File: src/rtl/mdu_iter.sv
// mdu_iter: iterative RV32M-style multiply/divide unit.
//   One product bit (shift-add) or quotient bit (restoring divide) per cycle,
//   then a single fix-up cycle that applies signs and selects the output half.
//   Divide-by-zero and signed-divide overflow are resolved at acceptance.
// Ports:
//   clk, reset_n          clock, asynchronous active-low reset
//   start, op, a, b       request (funct3 op), taken when busy=0
//   kill                  abort an in-flight operation (no done)
//   busy                  high in CALC and FIX
//   done                  one-cycle pulse with result valid
//   result, div_by_zero   registered, held until the next done
module mdu_iter #(
   parameter int WIDTH = 32
) (
   input  logic             clk,
   input  logic             reset_n,
   input  logic             start,
   input  logic [2:0]       op,
   input  logic [WIDTH-1:0] a,
   input  logic [WIDTH-1:0] b,
   input  logic             kill,
   output logic             busy,
   output logic             done,
   output logic [WIDTH-1:0] result,
   output logic             div_by_zero
);

   localparam int CW = $clog2(WIDTH) + 1;
   localparam logic [CW-1:0]    CNT_INIT = CW'(WIDTH);
   localparam logic [CW-1:0]    CNT_ONE  = CW'(1);
   localparam logic [WIDTH-1:0] ALL_ONES = '1;
   localparam logic [WIDTH-1:0] MIN_NEG  = {1'b1, {(WIDTH-1){1'b0}}};

   localparam logic [2:0] OP_MUL    = 3'b000;
   localparam logic [2:0] OP_MULH   = 3'b001;
   localparam logic [2:0] OP_MULHSU = 3'b010;
   localparam logic [2:0] OP_DIV    = 3'b100;
   localparam logic [2:0] OP_REM    = 3'b110;

   typedef enum logic [1:0] {S_IDLE, S_CALC, S_FIX, S_DONE} state_t;

   state_t             state_q, state_d;
   logic [2:0]         op_q, op_d;
   logic               neg_q, neg_d;
   logic [WIDTH-1:0]   mag_b_q, mag_b_d;
   logic [2*WIDTH-1:0] acc_q, acc_d;
   logic [CW-1:0]      cnt_q, cnt_d;
   logic [WIDTH-1:0]   result_q, result_d;
   logic               dbz_q, dbz_d;

   // acceptance-time decode
   logic             a_sgn, b_sgn, a_neg, b_neg, accept, b_zero, div_ovf, res_neg;
   logic [WIDTH-1:0] mag_a, mag_b, spec_res;

   assign a_sgn   = (op == OP_MUL) || (op == OP_MULH) || (op == OP_MULHSU) ||
                    (op == OP_DIV) || (op == OP_REM);
   assign b_sgn   = (op == OP_MUL) || (op == OP_MULH) || (op == OP_DIV) || (op == OP_REM);
   assign a_neg   = a_sgn && a[WIDTH-1];
   assign b_neg   = b_sgn && b[WIDTH-1];
   assign mag_a   = a_neg ? -a : a;
   assign mag_b   = b_neg ? -b : b;
   assign accept  = start && ((state_q == S_IDLE) || (state_q == S_DONE));
   assign b_zero  = (b == '0);
   assign div_ovf = ((op == OP_DIV) || (op == OP_REM)) && (a == MIN_NEG) && (b == ALL_ONES);
   // op[1] distinguishes REM/REMU from DIV/DIVU
   assign spec_res = b_zero ? (op[1] ? a : ALL_ONES) : (op[1] ? '0 : a);
   // remainder follows the dividend's sign; everything else the sign product
   assign res_neg  = (op[2] && op[1]) ? a_neg : (a_neg ^ b_neg);

   // iteration datapath: low half of acc holds multiplier / dividend bits
   logic [WIDTH:0]     mul_sum, div_up;
   logic [WIDTH-1:0]   div_diff, div_sel, div_fix;
   logic               div_ge;
   logic [2*WIDTH-1:0] prod_fix;

   assign mul_sum  = {1'b0, acc_q[2*WIDTH-1:WIDTH]} + (acc_q[0] ? {1'b0, mag_b_q} : '0);
   assign div_up   = acc_q[2*WIDTH-1:WIDTH-1];
   // a successful subtract always leaves less than the divisor, so WIDTH bits suffice
   assign div_diff = div_up[WIDTH-1:0] - mag_b_q;
   assign div_ge   = (div_up >= {1'b0, mag_b_q});
   assign prod_fix = neg_q ? -acc_q : acc_q;
   assign div_sel  = op_q[1] ? acc_q[2*WIDTH-1:WIDTH] : acc_q[WIDTH-1:0];
   assign div_fix  = neg_q ? -div_sel : div_sel;

   always_ff @(posedge clk or negedge reset_n) begin
      if (!reset_n) begin
         state_q  <= S_IDLE;
         op_q     <= '0;
         neg_q    <= 1'b0;
         mag_b_q  <= '0;
         acc_q    <= '0;
         cnt_q    <= '0;
         result_q <= '0;
         dbz_q    <= 1'b0;
      end else begin
         state_q  <= state_d;
         op_q     <= op_d;
         neg_q    <= neg_d;
         mag_b_q  <= mag_b_d;
         acc_q    <= acc_d;
         cnt_q    <= cnt_d;
         result_q <= result_d;
         dbz_q    <= dbz_d;
      end
   end

   always_comb begin
      state_d  = state_q;
      op_d     = op_q;
      neg_d    = neg_q;
      mag_b_d  = mag_b_q;
      acc_d    = acc_q;
      cnt_d    = cnt_q;
      result_d = result_q;
      dbz_d    = dbz_q;

      case (state_q)
         S_IDLE, S_DONE: begin
            state_d = S_IDLE;
            if (accept) begin
               op_d    = op;
               neg_d   = res_neg;
               mag_b_d = mag_b;
               acc_d   = {{WIDTH{1'b0}}, mag_a};
               cnt_d   = CNT_INIT;
               if (op[2] && (b_zero || div_ovf)) begin
                  result_d = spec_res;
                  dbz_d    = b_zero;
                  state_d  = S_DONE;
               end else begin
                  state_d = S_CALC;
               end
            end
         end
         S_CALC: begin
            if (kill) begin
               state_d = S_IDLE;
            end else begin
               if (!op_q[2]) begin
                  acc_d = {mul_sum, acc_q[WIDTH-1:1]};
               end else if (div_ge) begin
                  acc_d = {div_diff, acc_q[WIDTH-2:0], 1'b1};
               end else begin
                  acc_d = {div_up[WIDTH-1:0], acc_q[WIDTH-2:0], 1'b0};
               end
               cnt_d = cnt_q - CNT_ONE;
               if (cnt_q == CNT_ONE) state_d = S_FIX;
            end
         end
         S_FIX: begin
            if (kill) begin
               state_d = S_IDLE;
            end else begin
               if (op_q[2])            result_d = div_fix;
               else if (op_q == OP_MUL) result_d = prod_fix[WIDTH-1:0];
               else                     result_d = prod_fix[2*WIDTH-1:WIDTH];
               dbz_d   = 1'b0;
               state_d = S_DONE;
            end
         end
         default: state_d = S_IDLE;
      endcase
   end

   assign busy        = (state_q == S_CALC) || (state_q == S_FIX);
   assign done        = (state_q == S_DONE);
   assign result      = result_q;
   assign div_by_zero = dbz_q;

endmodule

File: config.mk
export PLATFORM = sky130hd
export DESIGN_NAME = mdu_iter
export DESIGN_NICKNAME = d
export VERILOG_FILES = /design/src/rtl/mdu_iter.sv
export SDC_FILE = /design/constraint.sdc
export NUM_CORES = 1
export LEC_CHECK = 0
export CAP_MARGIN = 25
export CORE_MARGIN = 4
export CORE_UTILIZATION = 49
export DETAILED_ROUTE_END_ITERATION = 16
export GPL_ROUTABILITY_DRIVEN = 0
export PLACE_DENSITY = 0.71
export REMOVE_ABC_BUFFERS = 1
export SETUP_SLACK_MARGIN = 0.4
export SLEW_MARGIN = 30
export SYNTH_ARGS = -nofsm -noshare
export SYNTH_HDL_FRONTEND = slang
export SYNTH_SLANG_ARGS = --single-unit
File: constraint.sdc
create_clock -name clk -period 4.4 [get_ports clk]
set_input_delay 0.66 -clock clk [delete_from_list [all_inputs] [get_ports clk]]
set_output_delay 0.66 -clock clk [all_outputs]
set_load 0.02 [all_outputs]
==> results, run 1 <==
- The run finished with clean final reports.
- The clock root buffer is sky130_fd_sc_hd__clkbuf_16.
- After clock tree synthesis, the clock-pin slew on the worst setup and hold paths is approximately 60 ps.
- After synthesis, the share of flip-flops with an asynchronous set or reset is 100%.
- The die is 186 µm tall.
- The total congestion overflow is 0.
- After synthesis the netlist holds a flip-flop and latch count of 141.
- The number of flops mapped to enable cells by yosys is 0.
- The commonest register cell after synthesis is sky130_fd_sc_hd__dfrtp_1.
- Setup repair after global routing left no endpoint under its margin.
- The first global-routing pass estimated 81100 µm of wire.
- The row count is 64.
- The routed length on met1 is 21600 µm.
- The max-slew violation total from the final report was 0.
- The relative area change from synthesis to final layout is 12.7%.
- The first-pass iteration count of the detailed router is 5.
- The endpoint of the most critical register-to-register path is acc_q[59].
- Summed over all nets, wire length on met2 after detailed routing comes to 23400 µm.
- Overall power consumption after layout is estimated at 14000 µW.
- 0 antenna diodes ended up in the layout.
- The initial utilization of the core area, before any placement, comes to 50.2%.
- In the detailed route, the total length drawn on met3 is 4550 µm.
- The post-layout minimum cycle time is 3850 ps.
- In this run the cell area of the synthesized design comes to 15600 µm².
- The CTS tree is built.
- Data arrives at the worst endpoint at 4230 ps.
- The top routing layer in use is met4.
- The count of clock tree sinks is 141.
- After detailed routing, the average wire length per cell comes to 20.5 µm.
- After clock tree synthesis, the repair step resized 0 gates.
- The remaining number of nets flagged by the antenna check after routing is 0.
- Summed over all failing endpoints, the final setup total negative slack is 0 ps.
- The static leakage is 0.00734 µW.
- STA classifies the critical path startpoint as a primary input.
- For this run, the share of the core covered by cells in the final layout is 56.6%.
- VDD sags by at most 0.467 mV.
- Across all layers, the routed design uses 16300 vias.
- The hold violation count in the final report is 0.
- STA classifies the critical path endpoint as a register.
- The worst register-to-register path begins at acc_q[0].
- The number of top-level pins is 106.
- The actual transition at the worst max-transition pin is 1000 ps.
- For this run, the slowest stage of the critical path takes 500 ps.
- The post-CTS setup buffer count is 0.
- The share of the Yosys chip area taken by registers is 22.7%.
- The post-synthesis cell type count is 76.
- For the worst setup path, the data required time is roughly 4800 ps.
- The share of cells above drive strength 1 is 6.84%.
- The final-stage net count is 2269.
- The library cell contributing the largest single delay on the critical path is sky130_fd_sc_hd__or4b_4.
- The number of global-route vias before repair is approximately 15000.
- The number of antenna violations at the first check in global routing is 0.
- The number of port buffers is 105.
- After detailed routing, the number of remaining DRC violations is 0.
- The max-cap violation count is 0.
- Entering global routing, the biggest net connects between 90 and 100 pins.
- Synthesis produced a netlist whose cell count is 2112.
- Traced cell by cell, the critical path runs through clkdlybuf4s50_1 > inv_1 > ha_1 > or4b_4 > or3b_4 > nor4_4 > nand4b_1 > nor4_2 > o211ai_1 > a221o_2 > buf_12 > a311oi_1 > a21o_1.
- The x dimension of the die is 186 µm.
- In the global route stage, overall resource usage came out at 29.3%.
- The H-tree generated during clock tree synthesis spans 4 levels.
- Once detailed placement completed, the half-perimeter wirelength came to 38500 µm.
- On the final layout, the worst clock skew is 15.3 ps.
- The clock latency on the worst-skew pair is around 450 ps.
- The setup path with the least slack is of type primary input to register.
- The critical-path maximum fanout is 65.
- The final clock period utilization by the worst path is about 88%.
- Setup violations remaining at the end of the flow were counted as 0.
- In this run the power density over the cells is around 800 nW/µm².
- The post-cts hold buffer count is 0.
- The maximum achievable frequency is 260 MHz.
- The average instance in the mapped netlist occupies 7.37 µm².
- In the routed layout, each cell is associated on average with a via count of around 6.5.
- Among cell families on the critical path, the largest total delay comes from simple AND/OR/NAND/NOR gates.
- The warning count from the yosys run is 0.
- The critical path contains buffers and inverters numbering 3 combined.
- Summed over all layers, the routed wires come to 52000 µm.
- The maximum buffer depth of the clock tree is 2.
- In this run the worst hold path is classified as primary input to asynchronous set/reset pin.
- The first-iteration detailed-routing DRC count is roughly 1700.
- The die covers 34700 µm².
- The reg2reg setup slack is 600 ps.
- The number of CTS-inserted buffers is 17.
- The total area inside the core boundary comes to between 30000 and 40000 µm².
- The worst reg-to-reg path cell count is 13.
- The worst slew margin relative to its limit is 32.8%.
per-layer routing:
metal,up-vias,track usage (%)
li1,7660,-
met1,7580,38.8
met2,917,47.0
met3,168,4.18
met4,0,14.5
met5,-,0
cells by family (layout without fill, tap and decap cells):
kind of cell,after synthesis,after routing,share of synthesized area (%)
flip-flops,141,141,22.7
AND/OR/NAND/NOR,716,716,21.5
XOR/XNOR,193,193,10.9
AO/OA/AOI/OAI,636,636,25.3
multiplexers,87,87,5.71
buffers and inverters,234,257,5.89
adder cells (fa/ha/maj),105,105,8.07
power by group:
part           total [µW]  switching (µW)  internal (µW)
clock network        1500             661            842
logic                9760            6000           3760
registers            2770             906           1870
total               14000            7570           6470
synthesized netlist by cell type, types with 12 or more instances:
| cell | count | share of area [%] |
|---|---|---|
| sky130_fd_sc_hd__a211oi_1 | 18 | 0.87 |
| sky130_fd_sc_hd__a21o_1 | 43 | 2.1 |
| sky130_fd_sc_hd__a21oi_1 | 140 | 4.5 |
| sky130_fd_sc_hd__a31oi_1 | 19 | 0.76 |
| sky130_fd_sc_hd__and3_1 | 15 | 0.60 |
| sky130_fd_sc_hd__buf_1 | 14 | 0.34 |
| sky130_fd_sc_hd__clkbuf_1 | 146 | 3.5 |
| sky130_fd_sc_hd__dfrtp_1 | 141 | 23 |
| sky130_fd_sc_hd__ha_1 | 74 | 5.9 |
| sky130_fd_sc_hd__inv_1 | 60 | 1.4 |
| sky130_fd_sc_hd__maj3_1 | 29 | 1.9 |
| sky130_fd_sc_hd__mux2_2 | 14 | 1.0 |
| sky130_fd_sc_hd__mux2i_1 | 73 | 4.7 |
| sky130_fd_sc_hd__nand2_1 | 272 | 6.6 |
| sky130_fd_sc_hd__nand2b_1 | 12 | 0.48 |
| sky130_fd_sc_hd__nand3_1 | 36 | 1.2 |
| sky130_fd_sc_hd__nand4_1 | 26 | 1.0 |
| sky130_fd_sc_hd__nor2_1 | 180 | 4.3 |
| sky130_fd_sc_hd__nor3_1 | 61 | 2.0 |
| sky130_fd_sc_hd__nor4_1 | 21 | 0.84 |
| sky130_fd_sc_hd__o211ai_1 | 20 | 0.96 |
| sky130_fd_sc_hd__o21ai_0 | 230 | 7.4 |
| sky130_fd_sc_hd__o221ai_1 | 13 | 0.73 |
| sky130_fd_sc_hd__o22ai_1 | 14 | 0.56 |
| sky130_fd_sc_hd__o31ai_1 | 40 | 1.9 |
| sky130_fd_sc_hd__o41ai_1 | 12 | 0.68 |
| sky130_fd_sc_hd__or3_1 | 24 | 0.96 |
| sky130_fd_sc_hd__or4_1 | 15 | 0.72 |
| sky130_fd_sc_hd__xnor2_1 | 101 | 5.7 |
| sky130_fd_sc_hd__xor2_1 | 92 | 5.2 |
area by class of cell:
type                            instances  area [µm²]
Clock inverter                         15         163
Sequential cell                       141        3530
Inverter                               61         233
Clock buffer                           17         425
Timing Repair Buffer                  164        1520
Fill cell                            2897       13400
Multi-Input combinational cell       1737       11200
Tap cell                              396         495
through the flow:
| step | area [µm²] | cells | setup WS, ps | hold WS (ps) |
|---|---|---|---|---|
| 6_report | 17500 | 2531 | 547 | 299 |
| 5_1_grt | 17500 | 2531 | 400 | 367 |
| 4_1_cts | 17500 | 2531 | 416 | 347 |
| 3_3_place_gp | 16900 | 2499 | 184 | 454 |
| 2_1_floorplan | 14900 | 1939 | -1050 | 364 |
| 3_5_place_dp | 16900 | 2499 | -39.3 | 460 |
worst max path at each step:
stage | from | end | slack (ps) | cells after the start
finish | a[1] | result[3] | 550 | 13
detailed placement | a[1] | result[23] | -40 | 13
global route | a[1] | result[25] | 400 | 13
global placement | a[1] | result[3] | 180 | 13
CTS | acc_q[0] | result[6] | 420 | 12
floorplan | state_q[0] | cnt_q[5] | -1050 | 8
sequential cells by signal (all words and copies together), names as in the netlist:
register,cells
acc_q,64
cnt_q,6
div_by_zero,1
mag_b_q,32
neg_q,1
op_q,3
result,32
state_q,2
layout by cell type (no fill, tap or decap), types with 17 or more instances in the layout:
cell type / instances
sky130_fd_sc_hd__nor2_1: 179
sky130_fd_sc_hd__maj3_1: 29
sky130_fd_sc_hd__a21o_1: 43
sky130_fd_sc_hd__nor3_1: 61
sky130_fd_sc_hd__mux2i_1: 73
sky130_fd_sc_hd__nor4_1: 19
sky130_fd_sc_hd__ha_1: 72
sky130_fd_sc_hd__or3_1: 24
sky130_fd_sc_hd__nand4_1: 26
sky130_fd_sc_hd__dfrtp_1: 138
sky130_fd_sc_hd__o211ai_1: 20
sky130_fd_sc_hd__a31oi_1: 19
sky130_fd_sc_hd__buf_4: 57
sky130_fd_sc_hd__a21oi_1: 140
sky130_fd_sc_hd__nand2_1: 271
sky130_fd_sc_hd__o21ai_0: 230
sky130_fd_sc_hd__inv_1: 59
sky130_fd_sc_hd__a211oi_1: 18
sky130_fd_sc_hd__xnor2_1: 101
sky130_fd_sc_hd__nand3_1: 35
sky130_fd_sc_hd__clkbuf_16: 17
sky130_fd_sc_hd__o31ai_1: 40
sky130_fd_sc_hd__clkdlybuf4s50_1: 104
sky130_fd_sc_hd__xor2_1: 92
Note: power is estimated with default switching activity, not from simulation.
==> run 2, diff against run 1 <==
--- a/config.mk
+++ b/config.mk
@@ -11,4 +11,5 @@
 export DETAILED_ROUTE_END_ITERATION = 16
+export DONT_BUFFER_PORTS = 1
 export GPL_ROUTABILITY_DRIVEN = 0
-export PLACE_DENSITY = 0.71
+export PLACE_DENSITY = 0.66
 export REMOVE_ABC_BUFFERS = 1
==> constraint.sdc (replaced) <==
create_clock -name clk -period 4.4 [get_ports clk]
set_input_delay 0.88 -clock clk [delete_from_list [all_inputs] [get_ports clk]]
set_output_delay 0.88 -clock clk [all_outputs]
set_load 0.02 [all_outputs]
==> run 2 against run 1 <==
  * Maximum frequency rose by 2.1%
  * Die area stayed put
  * Flip-flop and latch count unchanged
  * Clock skew increased by 1.9 ps
  * First-iteration DRC count fell by 6.5%
  * Via count decreased by 4.3%
  * Critical path type unchanged
  * Largest cell class unchanged
==> results, run 2 (same netlist as run 1, synthesis figures left out) <==
- The flow ran to the end, and the final reports show no timing, DRC or antenna violations.
- The final-stage net count was 2160 (-4.8%).
- The part of the total power dissipated in combinational logic was 67.7% (-1.8 points).
- The placed cell count is 2389 (-4.4%).
- The first-pass iteration count of the detailed router was 6 (+1).
- The number of antenna violations at the first check in global routing was 0 (unchanged).
- The critical-path maximum fanout is 65 (unchanged).
- The post-placement worst setup slack is 101 ps (+140 ps).
- The switching power summed over all nets was 7430 µW (-1.8%).
- The relative area change from synthesis to final layout is 5.89%.
- The peak supply drop is 0.547 mV (+17%).
- The slowest stage of the critical path is the sky130_fd_sc_hd__or4b_1 cell.
- The internal power summed over all cells was 6350 µW (-1.8%).
- The DRC violation count after routing is 0 (unchanged).
- The signal on the critical path passes through inv_1 > ha_1 > or4b_1 > or3b_1 > nor4_4 > nand4b_1 > buf_4 > nor4_2 > o211ai_1 > a221o_2 > buf_12 > a311oi_1 > a21o_1.
- The static leakage is 0.00695 µW (-5.3%).
- The depth of the CTS H-tree is 4 (unchanged).
- The area of the core is 31000 µm² (unchanged).
- The row count is 64 (unchanged).
- The startpoint kind of the worst setup timing path is a primary input.
- The wire length per cell after detailed routing came to 21.3 µm (+3.5%).
- The largest net degree at the start of global routing is 142 (+51%).
- The final clock period utilization by the worst path was 85.8% (-1.8 points).
- The first-iteration detailed-routing DRC count was 1587 (-6.5%).
- The flip-flop count of the largest register after layout is 64 (unchanged).
- The filler cell count is 2971 (+2.6%).
- The number of port buffers is 0 (-100%).
- The clock root buffer is sky130_fd_sc_hd__clkbuf_16.
- The register with the most flip-flops is acc_q.
- The number of CTS-inserted buffers is 17 (unchanged).
- The library cells used most frequently in the layout, excluding fill and tap cells, are sky130_fd_sc_hd__nand2_1, sky130_fd_sc_hd__o21ai_0, sky130_fd_sc_hd__nor2_1, sky130_fd_sc_hd__a21oi_1, sky130_fd_sc_hd__dfrtp_1.
- The maximum buffer depth of the clock tree came to 2 (unchanged).
- The antenna cell count was 0 (unchanged).
- The count of clock tree sinks was 141 (unchanged).
- The leading cell type in the layout, fill and taps excluded is sky130_fd_sc_hd__nand2_1.
- The arrival time reported for the critical path endpoint came to 4150 ps (-80 ps).
- The number of failing setup endpoints in the final timing report is 0 (unchanged).
- The remaining number of nets flagged by the antenna check after routing is 0 (unchanged).
- The actual transition at the worst max-transition pin is 961 ps (-43.3 ps).
- The critical path start-end classification is primary input to register.
- The hold violation count in the final report is 0 (unchanged).
- The initial core utilization is 50.2% (unchanged).
- The total design power is 13800 µW (-1.8%).
- TritonCTS built the clock tree.
- The maximum achievable frequency came to 265 MHz (+2.1%).
- In this run the worst hold path is classified as primary input to asynchronous set/reset pin.
- The worst setup margin is 625 ps (+78.1 ps).
- The share of cells above drive strength 1 came to 6.66% (-0.18 points).
- The power density of the placed cells came to 836 nW/µm² (+4.5%).
- The half-perimeter wire length after placement came to 38300 µm (-0.65%).
- The total congestion overflow is 0 (unchanged).
- The buffer and inverter count on the worst path was 3 (unchanged).
- The number of global-route vias before repair is 14800 (-2.0%).
- The final design utilization is 53.2% (-3.4 points).
- The capturing element type of the critical path is a register.
- The clock network fraction of design power is 11.3% (+0.6 points).
- The wire length of the first global-routing pass is 81100 µm (about the same).
- The reg2reg setup slack is 630 ps (+30 ps).
- The total via count after detailed routing came to 15600 (-4.3%).
- The x dimension of the die is 186 µm (unchanged).
- The y dimension of the die is 186 µm (unchanged).
- The delay of the slowest critical-path stage is 530 ps (+30 ps).
- The final worst clock skew came to 17.2 ps (+1.88 ps).
- The worst reg-to-reg path cell count is 9 (-4).
- The worst register-to-register path ends at result[31].
- The per-cell via count in the routed design is 6.45 (about the same).
- The post-cts hold buffer count came to 0 (unchanged).
- The area of the die came to 34700 µm² (unchanged).
- The post-layout minimum cycle time is 3780 ps (-78.1 ps).
- Setup repair after global routing left no endpoint under its margin.
- The share of total power consumed by net switching is 53.9% (about the same).
- The register clock-pin slew on the reported worst setup and hold paths is 80 ps (+20 ps).
- The worst slew margin relative to its limit is 35.7% (+2.9 points).
- The worst register-to-register path begins at acc_q[27].
- The worst hold slack is 133 ps (-165 ps).
- The max-slew violation total from the final report is 0 (unchanged).
- The part of the power in registers is 21.0% (+1.2 points).
- The data required time of the worst path was 4780 ps (about the same).
- The max-cap violation count is 0 (unchanged).
- The global-route usage over all layers came to 29.3% (about the same).
- Broken down by cell family, the worst path's largest delay share belongs to simple AND/OR/NAND/NOR gates.
- The number of cells in the finished layout apart from fillers is 2422 (-4.3%).
- The final wirelength was 51500 µm (-0.94%).
- The number of top-level pins came to 106 (unchanged).
- The clock latency on the worst-skew pair was 450 ps (about the same).
==> run 2: cell count changes in the layout (fill, tap and decap cells not counted), moves of 2 or more <==
cell,delta
sky130_fd_sc_hd__buf_4,-5
sky130_fd_sc_hd__clkdlybuf4s50_1,-104
sky130_fd_sc_hd__clkinvlp_4,-2
sky130_fd_sc_hd__inv_6,-3
==> run 2: routing by layer <==
layer | GRT usage (%) | vias up | part of all wire [%]
li1 | - | 7416 | -
met1 | 39.9 | 7286 | 42
met2 | 45.3 | 794 | 44
met3 | 6.18 | 130 | 9.9
met4 | 12.2 | 0 | 4.1
met5 | 0 | - | 0
==> run 2: cell type report <==
cell class / instances / area (µm²) / area share, %
clock buffers: 19 / 453 / 2.75
clock inverters: 13 / 164 / 0.995
inverters: 61 / 229 / 1.39
multi-input cells: 1737 / 11100 / 67.6
flip-flops and latches: 141 / 3530 / 21.4
well taps: 396 / 495 / 3.01
repair buffers: 55 / 458 / 2.78
==> run 2: power groups by stage <==
stage | sequential (µW) | clock [µW] | combinational, µW
after floorplan | 2830 | 0 | 6490
after global placement | 2870 | 0 | 8900
after detailed placement | 2890 | 0 | 9100
after CTS | 2870 | 1570 | 9150
after global routing | 2980 | 1630 | 10300
final | 2890 | 1560 | 9330
==> run 2: how the worst max path moves through the flow <==
| stage | slack, ps | from | end | cells past startpoint |
|---|---|---|---|---|
| floorplan | -1120 | start | cnt_q[5] | 6 |
| global placement | 240 | a[1] | result[3] | 12 |
| detailed placement | 100 | a[1] | result[31] | 12 |
| CTS | 550 | a[1] | result[3] | 12 |
| global route | 410 | a[1] | result[31] | 13 |
| finish | 620 | a[1] | result[3] | 13 |
==> run 2: what timing repair did <==
| action | CTS | global route |
|---|---|---|
| resized for setup | 0 | 2 |
| buffers inserted | 0 | 1 |
| setup endpoints to repair | 0 | 14 |
==> run 2: through the flow <==
| step | cell area [µm²] | setup TNS, ps |
|---|---|---|
| 2_1_floorplan | 14900 | -61330 |
| 3_3_place_gp | 15800 | 0 |
| 3_5_place_dp | 15800 | 0 |
| 4_1_cts | 16500 | 0 |
| 5_1_grt | 16500 | 0 |
| 6_report | 16500 | 0 |
==> RTL edit 1, RTL diff (settings of run 2) <==
Set the parameter `WIDTH` to 16 (it was 32).
--- a/src/rtl/mdu_iter.sv
+++ b/src/rtl/mdu_iter.sv
@@ -11,5 +11,5 @@
 //   result, div_by_zero   registered, held until the next done
 module mdu_iter #(
-   parameter int WIDTH = 32
+   parameter int WIDTH = 16
 ) (
    input  logic             clk,
Interface: changed (resized a, b and result); port bits go from 106 to 58. No check against the original RTL was run, so the function may have changed too.
==> RTL edit 1 against run 2 <==
Sequential power decreased by 42%. Setup slack improved by 0.21 ns. Critical path depth decreased by 3. Routed wire length decreased by 51%. Total power decreased by 49%. Area after synthesis decreased by 48%. Sequential cell count decreased by 65. Via count decreased by 49%. Largest cell class unchanged. Hold slack improved by 0.093 ns. Maximum frequency increased by 5.9%. Cell area decreased by 48%. Final cell count decreased by 49%.
==> RTL edit 1: results (changes against run 2) <==
Pre-CTS setup slack -> 0.938 ns (+0.837 ns)
Post-Synth XOR/XNOR Area -> 0.0870 (-0.0216)
Post-Synth Adder-Cell Area -> 0.0817 (+0.000937)
Synth cell types -> 86 (+13%)
Crit path max-delay family -> compound AO/OA/AOI/OAI gates
Mux contribution to synthesized area -> 0.0434 (-0.0136)
Internal Power -> 3.28 mW (-48%)
Vias/cell -> 6.41 (-0.64%)
Layout cells sized above 1 -> 0.0705 (+0.00382)
Power Density -> 820 mW/mm^2 (-2.0%)
Critical Path Start -> acc_q[0]
Status -> completed
Largest net degree at the start of global routing -> 77 (-46%)
Skew-Pair Late Insertion Delay -> 0.35 ns (-0.10 ns)
Synth Area in Compound Gates -> 0.277 (+0.0240)
CTS Buf Count -> 9 (-8)
Clock share of power -> 0.109 (-0.004)
Vias in the first global route -> 7272 (-51%)
Dpl hpwl -> 18500 microns (-52%)
Post-cts sizing count -> 0 (unchanged)
Critical Path Max Stage Delay -> 0.70 ns (+0.17 ns)
Gr usage total -> 0.272 (-0.0207)
CP max-delay cell -> o311ai_0
Setup Skew -> 0.00925 ns (-0.00791 ns)
IR drop worst, VDD -> 0.508 mV (-7.1%)
Fill cell count -> 1569 (-47%)
Drt total wl -> 25100 microns (-51%)
Critical path peak fanout -> 18 (-72%)
Synth area leaders -> dfrtp_1 23%, ha_1 6.4%, xnor2_1 6.0%
Sequential-to-total area share from yosys stat -> 0.233 (+0.00658)
Drt pass-1 iters -> 5 (-1)
CP arrival -> 3.80 ns (-0.35 ns)
P_seq -> 1.68 mW (-42%)
Synth cell count leaders -> 126 x nand2_1, 93 x o21ai_0, 82 x nor2_1, 76 x dfrtp_1
First-pass GRT wire length -> 40200 microns (-50%)
Max reg flops -> 32 (-50%)
Static Leak -> 3.53 nW (-49%)
Slew @ Worst Pin -> 0.875 ns (-0.0858 ns)
H-Tree Depth -> 3 (-1)
RTL edit 1: cell count changes after synthesis, sizes merged, moves of 29 or more:
cell,run 2,this run
clkbuf,147,60
a21oi,140,61
nand2,272,126
a21o,43,14
nor3,61,31
mux2i,73,32
xnor2,101,56
ha,74,42
o21ai,231,97
dfrtp,141,76
nor2,180,82
xor2,92,25
RTL edit 1: stage by stage:
step,area [sq um],instances
2_1_floorplan,7850,988
3_3_place_gp,8270,1222
3_5_place_dp,8270,1222
4_1_cts,8560,1238
5_1_grt,8560,1238
6_report,8560,1238
RTL edit 1: worst paths after layout:
path	end	cells after the start	slack (ns)
setup / recovery	acc_q[29]	10	0.84
hold / removal	acc_q[22]	0	0.23
setup reg to reg	acc_q[29]	10	0.84
hold reg to reg	mag_b_q[9]	2	0.48
max in group asynchronous	result[15]	0	4.01
min in group clk	mag_b_q[9]	2	0.48
RTL edit 1: final cells by class:
cell class	count	area [sq um]	area share
clock buffer	10	229	0.0267
clock inverter	6	65.1	0.00760
inverter	48	180	0.0210
multi-input combinational	864	5780	0.675
sequential	76	1900	0.222
tap	216	270	0.0316
timing repair buffer	18	135	0.0158
RTL edit 1: cells by family after synthesis:
group | after synthesis
DFF | 76
and+or+nand+nor | 356
adders and majority gates | 54
xor gates and xnor gates | 81
AOI/OAI and AO/OA | 338
buffers and inverters | 120
muxes | 35
RTL edit 1: layer usage:
| metal | global-route usage | vias to the layer above | part of all wire |
|---|---|---|---|
| li1 | - | 3792 | - |
| met1 | 0.394 | 3735 | 0.45 |
| met2 | 0.408 | 365 | 0.45 |
| met3 | 0.0563 | 44 | 0.084 |
| met4 | 0.0809 | 0 | 0.024 |
| met5 | 0 | - | 0 |
==> RTL edit 2, RTL diff (config.mk and constraints of run 2) <==
Made on the original files. The 4 states of `state_t` get a Gray code encoding in 2 bits.
--- a/src/rtl/mdu_iter.sv
+++ b/src/rtl/mdu_iter.sv
@@ -38,5 +38,5 @@
    localparam logic [2:0] OP_REM    = 3'b110;
 
-   typedef enum logic [1:0] {S_IDLE, S_CALC, S_FIX, S_DONE} state_t;
+   typedef enum logic [1:0] {S_IDLE = 2'b00, S_CALC = 2'b01, S_FIX = 2'b11, S_DONE = 2'b10} state_t;
 
    state_t             state_q, state_d;
Behaviour: same outputs for any inputs over 4 cycles, from zero or initial values and one cycle with reset_n low; so few cycles prove little.
==> RTL edit 2 against run 2 <==
Setup slack lost 0.11 ns. Synthesized cell count shrank 2.0%. Routed wire length shrank 3.7%. Cell area shrank 1.9%. Total power shrank 25%. Final cell count shrank 1.5%. First-iteration DRC count shrank 8.7%. Area after synthesis shrank 1.9%. Sequential cell count is the same.
==> RTL edit 2: results (changes against run 2) <==
Status -> completed
Fill cell count -> 2940 (-1.0%)
Worst R2R Setup Slack -> 0.51 ns (-0.12 ns)
Met2 Use GR -> 0.457 (+0.00385)
IR drop worst, VDD -> 0.378 mV (-31%)
Routed len/inst -> 20.8 microns (-2.2%)
Setup Skew -> 0.0105 ns (-0.00661 ns)
Synth cell count leaders -> 268 x nand2_1, 216 x o21ai_0, 175 x nor2_1, 162 x a21oi_1, 141 x dfrtp_1
Gr usage total -> 0.290 (-0.00226)
Sequential-to-total area share from yosys stat -> 0.231 (+0.00450)
Layout cells sized above 1 -> 0.0649 (-0.00178)
Worst hold slack -> 0.131 ns (-0.00244 ns)
Clock group total power -> 1.51 mW (-3%)
Top-area cell type share of the netlist area -> 0.231 (+0.00450)
CP arrival -> 4.21 ns (+0.06 ns)
Startpoint Class -> register
Initial DRC Count -> 1449 (-8.7%)
Comb power frac -> 0.606 (-0.071)
Clock share of power -> 0.146 (+0.033)
Dpl hpwl -> 36300 microns (-5.1%)
GR met3 Demand/Resource -> 0.0450 (-0.0168)
Post-Synth Adder-Cell Area -> 0.0635 (-0.0173)
CP max-delay cell -> dfrtp_1
Vias in the first global route -> 14400 (-3.0%)
GRT met1 Usage -> 0.392 (-0.00624)
Synth Area in Compound Gates -> 0.258 (+0.00519)
CP Buf/Inv Count -> 1 (-2)
Synth cell types -> 80 (+5.3%)
Nets@finish -> 2121 (-1.8%)
Vias/cell -> 6.37 (-1.3%)
Critical path peak fanout -> 12 (-82%)
First-pass GRT wire length -> 78600 microns (-3.0%)
Static Leak -> 6.67 nW (-4.0%)
Max_slew headroom -> 0.386 (+0.0289)
Mux contribution to synthesized area -> 0.0649 (+0.00786)
-- RTL edit 2: layout make-up --
cell class,instances,share of cell area
Sequential cell,141,0.219
Timing Repair Buffer,48,0.0248
Clock inverter,12,0.00905
Multi-Input combinational cell,1698,0.673
Clock buffer,19,0.0274
Inverter,71,0.0165
Tap cell,396,0.0306
-- RTL edit 2: worst reg2reg max path, cell delays in order, from the launching register on --
cell,delay [ns]
dfrtp_1,0.54
nor4b_1,0.50
o21ai_0,0.30
or3_1,0.47
nor2_1,0.25
nand2_1,0.19
or3_1,0.43
o21ai_0,0.41
xor2_1,0.13
a221oi_1,0.31
buf_4,0.19
a21oi_1,0.06
-- RTL edit 2: per-stage QoR --
step | setup WS (ns) | TNS [ns] | cell area [sq um] | instances
2_1_floorplan | -0.622 | -10.77 | 14600 | 1910
3_3_place_gp | 0.409 | 0 | 15600 | 2354
3_5_place_dp | 0.331 | 0 | 15600 | 2354
4_1_cts | 0.580 | 0 | 16100 | 2385
6_report | 0.510 | 0 | 16200 | 2385
5_1_grt | 0.402 | 0 | 16200 | 2385
-- RTL edit 2: metal layers --
layer | vias up | wire, microns
met4 | 2 | 2270
met5 | - | 12
met1 | 7114 | 21000
li1 | 7252 | -
met2 | 698 | 22100
met3 | 116 | 4170
-- RTL edit 2: timing repair --
item | 4_1_cts | 5_1_grt
endpoints found under the setup margin | 0 | 9
gates resized for setup | 0 | 5
buffers inserted | 0 | 0
hold buffers | 0 | 0
-- RTL edit 2: worst max path at each step --
stage	end	slack [ns]	depth (start not counted)
finish	result[31]	0.51	11
global placement	result[26]	0.41	10
global route	result[17]	0.40	11
detailed placement	result[22]	0.33	12
floorplan	result[17]	-0.62	9
CTS	result[12]	0.58	10
